===== src/rtl/blink_pkg.sv =====
`default_nettype none
// ============================================================================
// Module   : blink_pkg
// Purpose  : Shared types and constants for the blink monitor slice.
// Revision : 1.0 - initial release
// ============================================================================
package blink_pkg;

    typedef enum logic [1:0] {
        IDLE   = 2'd0,
        ARMED  = 2'd1,
        LOCKED = 2'd2
    } blink_mon_state_t;

    localparam int c_cnt_w_default        = 8;
    localparam int c_blink_interval_long  = 10;
    localparam int c_blink_interval_short = 5;

endpackage : blink_pkg
`default_nettype wire


===== src/rtl/blink_monitor_edge_detect.sv =====
`default_nettype none
// ============================================================================
// Module   : blink_edge_detect
// Purpose  : Registers the previous input level and flags rising edges.
// Revision : 1.0 - initial release
// ============================================================================
module blink_edge_detect #(
    parameter logic PREV_RST = 1'b1
) (
    input  logic clk,
    input  logic rstbtn,
    input  logic blink_in,
    output logic blink_edge
);

    logic r_prev;

    always_ff @(posedge clk) begin
        if (rstbtn) begin
            r_prev <= PREV_RST;
        end else begin
            r_prev <= blink_in;
        end
    end

    assign blink_edge = blink_in & ~r_prev;

endmodule : blink_edge_detect
`default_nettype wire


===== src/rtl/blink_monitor.sv =====
`default_nettype none
// ============================================================================
// Module   : blink_monitor
// Purpose  : Measures blink edge-to-edge intervals and tracks lock/mismatch.
//            Define BLINK_MONITOR_STATS_EN to build min/max interval stats.
// Revision : 1.0 - initial release
// ============================================================================
module blink_monitor
    import blink_pkg::*;
#(
    parameter int CNT_W      = c_cnt_w_default,
    parameter int LOCK_COUNT = 3
) (
    input  logic             clk,
    input  logic             rstbtn,
    input  logic             blink_in,
    input  logic [CNT_W-1:0] exp_interval,
    output logic [CNT_W-1:0] interval_out,
    output logic             interval_valid,
    output logic             locked,
    output logic             mismatch,
    output logic             overflow,
    output logic [CNT_W-1:0] min_interval,
    output logic [CNT_W-1:0] max_interval
);

    localparam logic [CNT_W-1:0] c_cnt_max = '1;
    localparam logic [3:0]       c_lock    = 4'(LOCK_COUNT);

    blink_mon_state_t r_state, w_state_nxt;
    logic [3:0]       r_match_cnt, w_match_nxt;
    logic [CNT_W-1:0] r_cnt;
    logic             w_edge, w_match, w_sat;
    logic             w_report, w_timeout, w_set_mismatch, w_overflow;

    blink_edge_detect #(
        .PREV_RST (1'b1)
    ) u_edge (
        .clk        (clk),
        .rstbtn     (rstbtn),
        .blink_in   (blink_in),
        .blink_edge (w_edge)
    );

    // Intervals below 2 are unmeasurable, so such expectations never match.
    assign w_match = (r_cnt == exp_interval) && (exp_interval > CNT_W'(1));
    assign w_sat   = (r_cnt == c_cnt_max);

    always_ff @(posedge clk) begin
        if (rstbtn) begin
            r_state     <= IDLE;
            r_match_cnt <= 4'd0;
        end else begin
            r_state     <= w_state_nxt;
            r_match_cnt <= w_match_nxt;
        end
    end

    always_comb begin
        w_state_nxt    = r_state;
        w_match_nxt    = r_match_cnt;
        w_report       = 1'b0;
        w_timeout      = 1'b0;
        w_set_mismatch = 1'b0;
        case (r_state)
            IDLE: begin
                if (w_edge) begin
                    w_state_nxt = ARMED;
                    w_match_nxt = 4'd0;
                end
            end
            ARMED: begin
                if (w_edge) begin
                    w_report = 1'b1;
                    if (w_match) begin
                        w_match_nxt = r_match_cnt + 4'd1;
                        if (r_match_cnt + 4'd1 == c_lock) begin
                            w_state_nxt = LOCKED;
                        end
                    end else begin
                        w_match_nxt = 4'd0;
                    end
                end else if (w_sat) begin
                    w_timeout   = 1'b1;
                    w_state_nxt = IDLE;
                    w_match_nxt = 4'd0;
                end
            end
            LOCKED: begin
                if (w_edge) begin
                    w_report = 1'b1;
                    if (!w_match) begin
                        w_set_mismatch = 1'b1;
                        w_match_nxt    = 4'd0;
                        w_state_nxt    = ARMED;
                    end
                end else if (w_sat) begin
                    w_timeout      = 1'b1;
                    w_set_mismatch = 1'b1;
                    w_state_nxt    = IDLE;
                    w_match_nxt    = 4'd0;
                end
            end
            default: begin
                w_state_nxt = IDLE;
                w_match_nxt = 4'd0;
            end
        endcase
    end

    // An edge landing on a saturated count still reports, but flags overflow.
    assign w_overflow = w_timeout | (w_report & w_sat);

    always_ff @(posedge clk) begin
        if (rstbtn) begin
            r_cnt          <= '0;
            interval_out   <= '0;
            interval_valid <= 1'b0;
            mismatch       <= 1'b0;
            overflow       <= 1'b0;
        end else begin
            if (w_edge) begin
                r_cnt <= CNT_W'(1);
            end else if (!w_sat) begin
                r_cnt <= r_cnt + CNT_W'(1);
            end
            if (w_report) begin
                interval_out <= r_cnt;
            end
            interval_valid <= w_report;
            overflow       <= w_overflow;
            mismatch       <= mismatch | w_set_mismatch;
        end
    end

    assign locked = (r_state == LOCKED);

`ifdef BLINK_MONITOR_STATS_EN
    logic [CNT_W-1:0] r_min, r_max;

    always_ff @(posedge clk) begin
        if (rstbtn) begin
            r_min <= '1;
            r_max <= '0;
        end else if (w_report) begin
            if (r_cnt < r_min) begin
                r_min <= r_cnt;
            end
            if (r_cnt > r_max) begin
                r_max <= r_cnt;
            end
        end
    end

    assign min_interval = r_min;
    assign max_interval = r_max;
`else
    assign min_interval = '1;
    assign max_interval = '0;
`endif

endmodule : blink_monitor
`default_nettype wire


===== config.mk =====
export PLATFORM = sky130hd
export DESIGN_NAME = blink_monitor
export DESIGN_NICKNAME = d
export VERILOG_FILES = /design/src/rtl/blink_pkg.sv /design/src/rtl/blink_monitor_edge_detect.sv /design/src/rtl/blink_monitor.sv
export SDC_FILE = /design/constraint.sdc
export NUM_CORES = 1
export LEC_CHECK = 0
export BUFFER_PORTS_ARGS = -buffer_cell sky130_fd_sc_hd__buf_4
export CORE_MARGIN = 4
export CORE_UTILIZATION = 59
export CTS_BUF_LIST = sky130_fd_sc_hd__clkbuf_8
export CTS_CLUSTER_SIZE = 12
export DETAILED_ROUTE_END_ITERATION = 8
export PLACE_DENSITY = 0.95
export SKIP_LAST_GASP = 1
export SYNTH_ARGS = -nofsm -noshare
export SYNTH_HDL_FRONTEND = slang
export SYNTH_SLANG_ARGS = --single-unit

===== constraint.sdc =====
create_clock -name clk -period 3.3 [get_ports clk]
set_clock_uncertainty 0.05 [all_clocks]
set_input_delay 0.33 -clock clk [delete_from_list [all_inputs] [get_ports clk]]
set_output_delay 0.33 -clock clk [all_outputs]
set_load 0.02 [all_outputs]

==> impl_metrics.ini <==
[run_status]
status = complete, no violations

[sta]
fin_crit_ns = 2.02
fin_tns_setup_ns = 0
slew_viol_final = 0
setup_viol = 0
hold_slack_ns = 0.203
hold_viol_final = 0
fmax_ghz = 0.496
finalCritPeriodShare = 0.611
tightest_slew_ns = 0.580
fin_ws_ns = 1.28
slew_headroom = 0.610
rsz0062_at_grt = no

[clock_network]
ctsHoldBuffers = 0
post_cts_buffers = 0
cts_resized = 0
clkSlewWorstSetupHoldPaths_ns = 0.09
htreeDepth = 1
cts.sinks = 26
worstSkewPairLatency_ns = 0.27
cts_tree = yes
cts_max_path_buffers = 2
cts_inserted_buffers = 3
clockRootBuffer = clkbuf_8

[yosys]
ys.flop_type = dfxtp_1
synth_area_mm2 = 0.00161
syn_inst = 193
synth_cell_types = 47
synth-edff-count = 0
yosys_warnings = 0
yosysSeqAreaShare = 0.324
synth-seq-cells = 26
avgSynthCellArea_um2 = 8.32
ys_async_sr_fraction = 0

[place]
place_congestion = 0.824
dp_hpwl_um = 2480
pre_cts_ws_ns = 1.33
port_buffers = 22

[grt]
grt.total_usage = 0.191
grt_pass1_vias = 1257
grt_overflow_total = 0
grt_max_degree = 19
antenna_found_initial = 0
grt_pass1_wl_um = 5380

[floorplanning]
pin_count = 39
die_height_um = 60.2
coreArea_mm2 = 0.00254
num_rows = 18
initial_core_util = 0.631
dieArea_mm2 = 0.00362
die_x_um = 60.2

[worst_hold_path]
hold_path.class = in -> reg
hold_start = blink_in

[finish]
area_growth_pct = 10.4
diodes = 0
layout.nets = 227
final_common_cell = dfxtp_1
final_cell_mix = dfxtp_1 (26), buf_4 (23), nand2_1 (20), conb_1 (16), nand3_1 (15)
drive_above_1_share = 0.192
fin_util = 0.697

[setup_path]
cp_slowest_cell = or3_1
critPathRequiredTime_ns = 3.42
critPathTopFamily = simple AND/OR/NAND/NOR gates
r2r-start = r_cnt[0]$_SDFFE_PP0P_
crit_buf_inv = 0
worstSetupEndpointType = flip-flop
max_stage_delay_ns = 0.53
crit_chain = ha_1 -> nand2_1 -> or3_1 -> o2111ai_1 -> a31oi_1 -> a21o_1
arrival_ns = 2.14
crit_type = reg -> reg
crit_fanout = 7
cp-startpoint = r_cnt[0]$_SDFFE_PP0P_
startpoint_type = flip-flop

[routing]
drt_iter0_drc = 51
via_count = 1353
remaining_drc_errors = 0
viasPerCell = 5.68
wl_um = 3200
drt_pass1_iterations = 5
antenna_left = 0
wl_per_cell_um = 13.4

[power]
powerDensity_mw_per_mm2 = 378
p_clk_frac = 0.395
p_leak_nw = 0.714
switchingPower_mw = 0.163
peakVddDrop_v = 0.000480
p_sw_frac = 0.244
seqPwrFrac = 0.484
p_total_mw = 0.670
p_int_mw = 0.507
power_frac_comb = 0.121

[run]
max_cap_violations = 0
worst register-to-register path: cells and delay by family, from the launching register on:
kind                       cells  cell delay (ns)
AOI/OAI and AO/OA              3             0.56
adders and majority gates      1             0.22
DFF                            1             0.44
and+or+nand+nor                2             0.65
final timing paths:
check | end | cells past startpoint | slack (ns)
worst min register to register | interval_out[6]$_SDFFE_PP0P_ | 2 | 0.41
worst min-delay path | u_edge.r_prev$_SDFF_PP1_ | 2 | 0.20
worst max-delay path | r_match_cnt[2]$_SDFFE_PP0P_ | 6 | 1.28
worst max register to register | r_match_cnt[2]$_SDFFE_PP0P_ | 6 | 1.28
power groups by stage:
stage               combinational [mW]  sequential [mW]  clock, mW
global placement                0.0785            0.331          0
CTS                             0.0807            0.324      0.269
floorplan                       0.0739            0.330          0
detailed placement              0.0801            0.331          0
finish                          0.0813            0.324      0.264
global route                    0.0900            0.325      0.284
metrics by stage:
stage | instances | area, µm²
2_1_floorplan | 207 | 1660
3_3_place_gp | 234 | 1700
3_5_place_dp | 234 | 1700
4_1_cts | 238 | 1770
5_1_grt | 238 | 1770
6_report | 238 | 1770
cell families (layout without fill, tap and decap cells):
family / count (synthesis) / count (layout) / share of synthesized area
and+or+nand+nor: 78 / 78 / 0.271
AOI/OAI and AO/OA: 36 / 36 / 0.154
buffers and inverters: 31 / 32 / 0.115
DFF: 26 / 26 / 0.324
xor gates and xnor gates: 12 / 12 / 0.0701
adders and majority gates: 7 / 7 / 0.0545
other: 2 / 16 / 0.00467
muxes: 1 / 1 / 0.00623
cells in the mapped netlist, drive strengths merged (3+ instances only):
master / count / area [µm²]
ha: 7 / 87.6
or2: 4 / 25.0
nand3: 15 / 75.1
dfxtp: 26 / 521
xor2: 9 / 86.3
nor3: 4 / 20.0
a21oi: 14 / 70.1
xnor2: 3 / 26.3
nor4: 3 / 48.8
or3: 3 / 18.8
clkbuf: 9 / 35.0
nand2: 20 / 75.1
a31oi: 4 / 25.0
buf: 17 / 131
nand4: 5 / 43.8
nor2: 13 / 48.8
inv: 5 / 18.8
layer usage:
| metal | global-route usage | share of wire |
|---|---|---|
| met3 | 0.0454 | 0.072 |
| met4 | 0.0728 | 0.010 |
| met2 | 0.324 | 0.50 |
| met5 | 0 | 0 |
| met1 | 0.232 | 0.42 |
state kept, by name, summed over array words and instances, names as in the netlist:
register        flops
u_edge.r_prev       1
mismatch            1
r_state             2
overflow            1
r_cnt               8
interval_valid      1
interval_out        8
r_match_cnt         4
layout make-up:
class,instances,area [µm²]
Clock buffer,3,41.3
Multi-Input combinational cell,150,953
Fill cell,201,771
Tap cell,30,37.5
Timing Repair Buffer,23,173
Clock inverter,1,30.0
Sequential cell,26,520
Inverter,5,18.8
No activity file was read; power rests on OpenSTA's default activity.
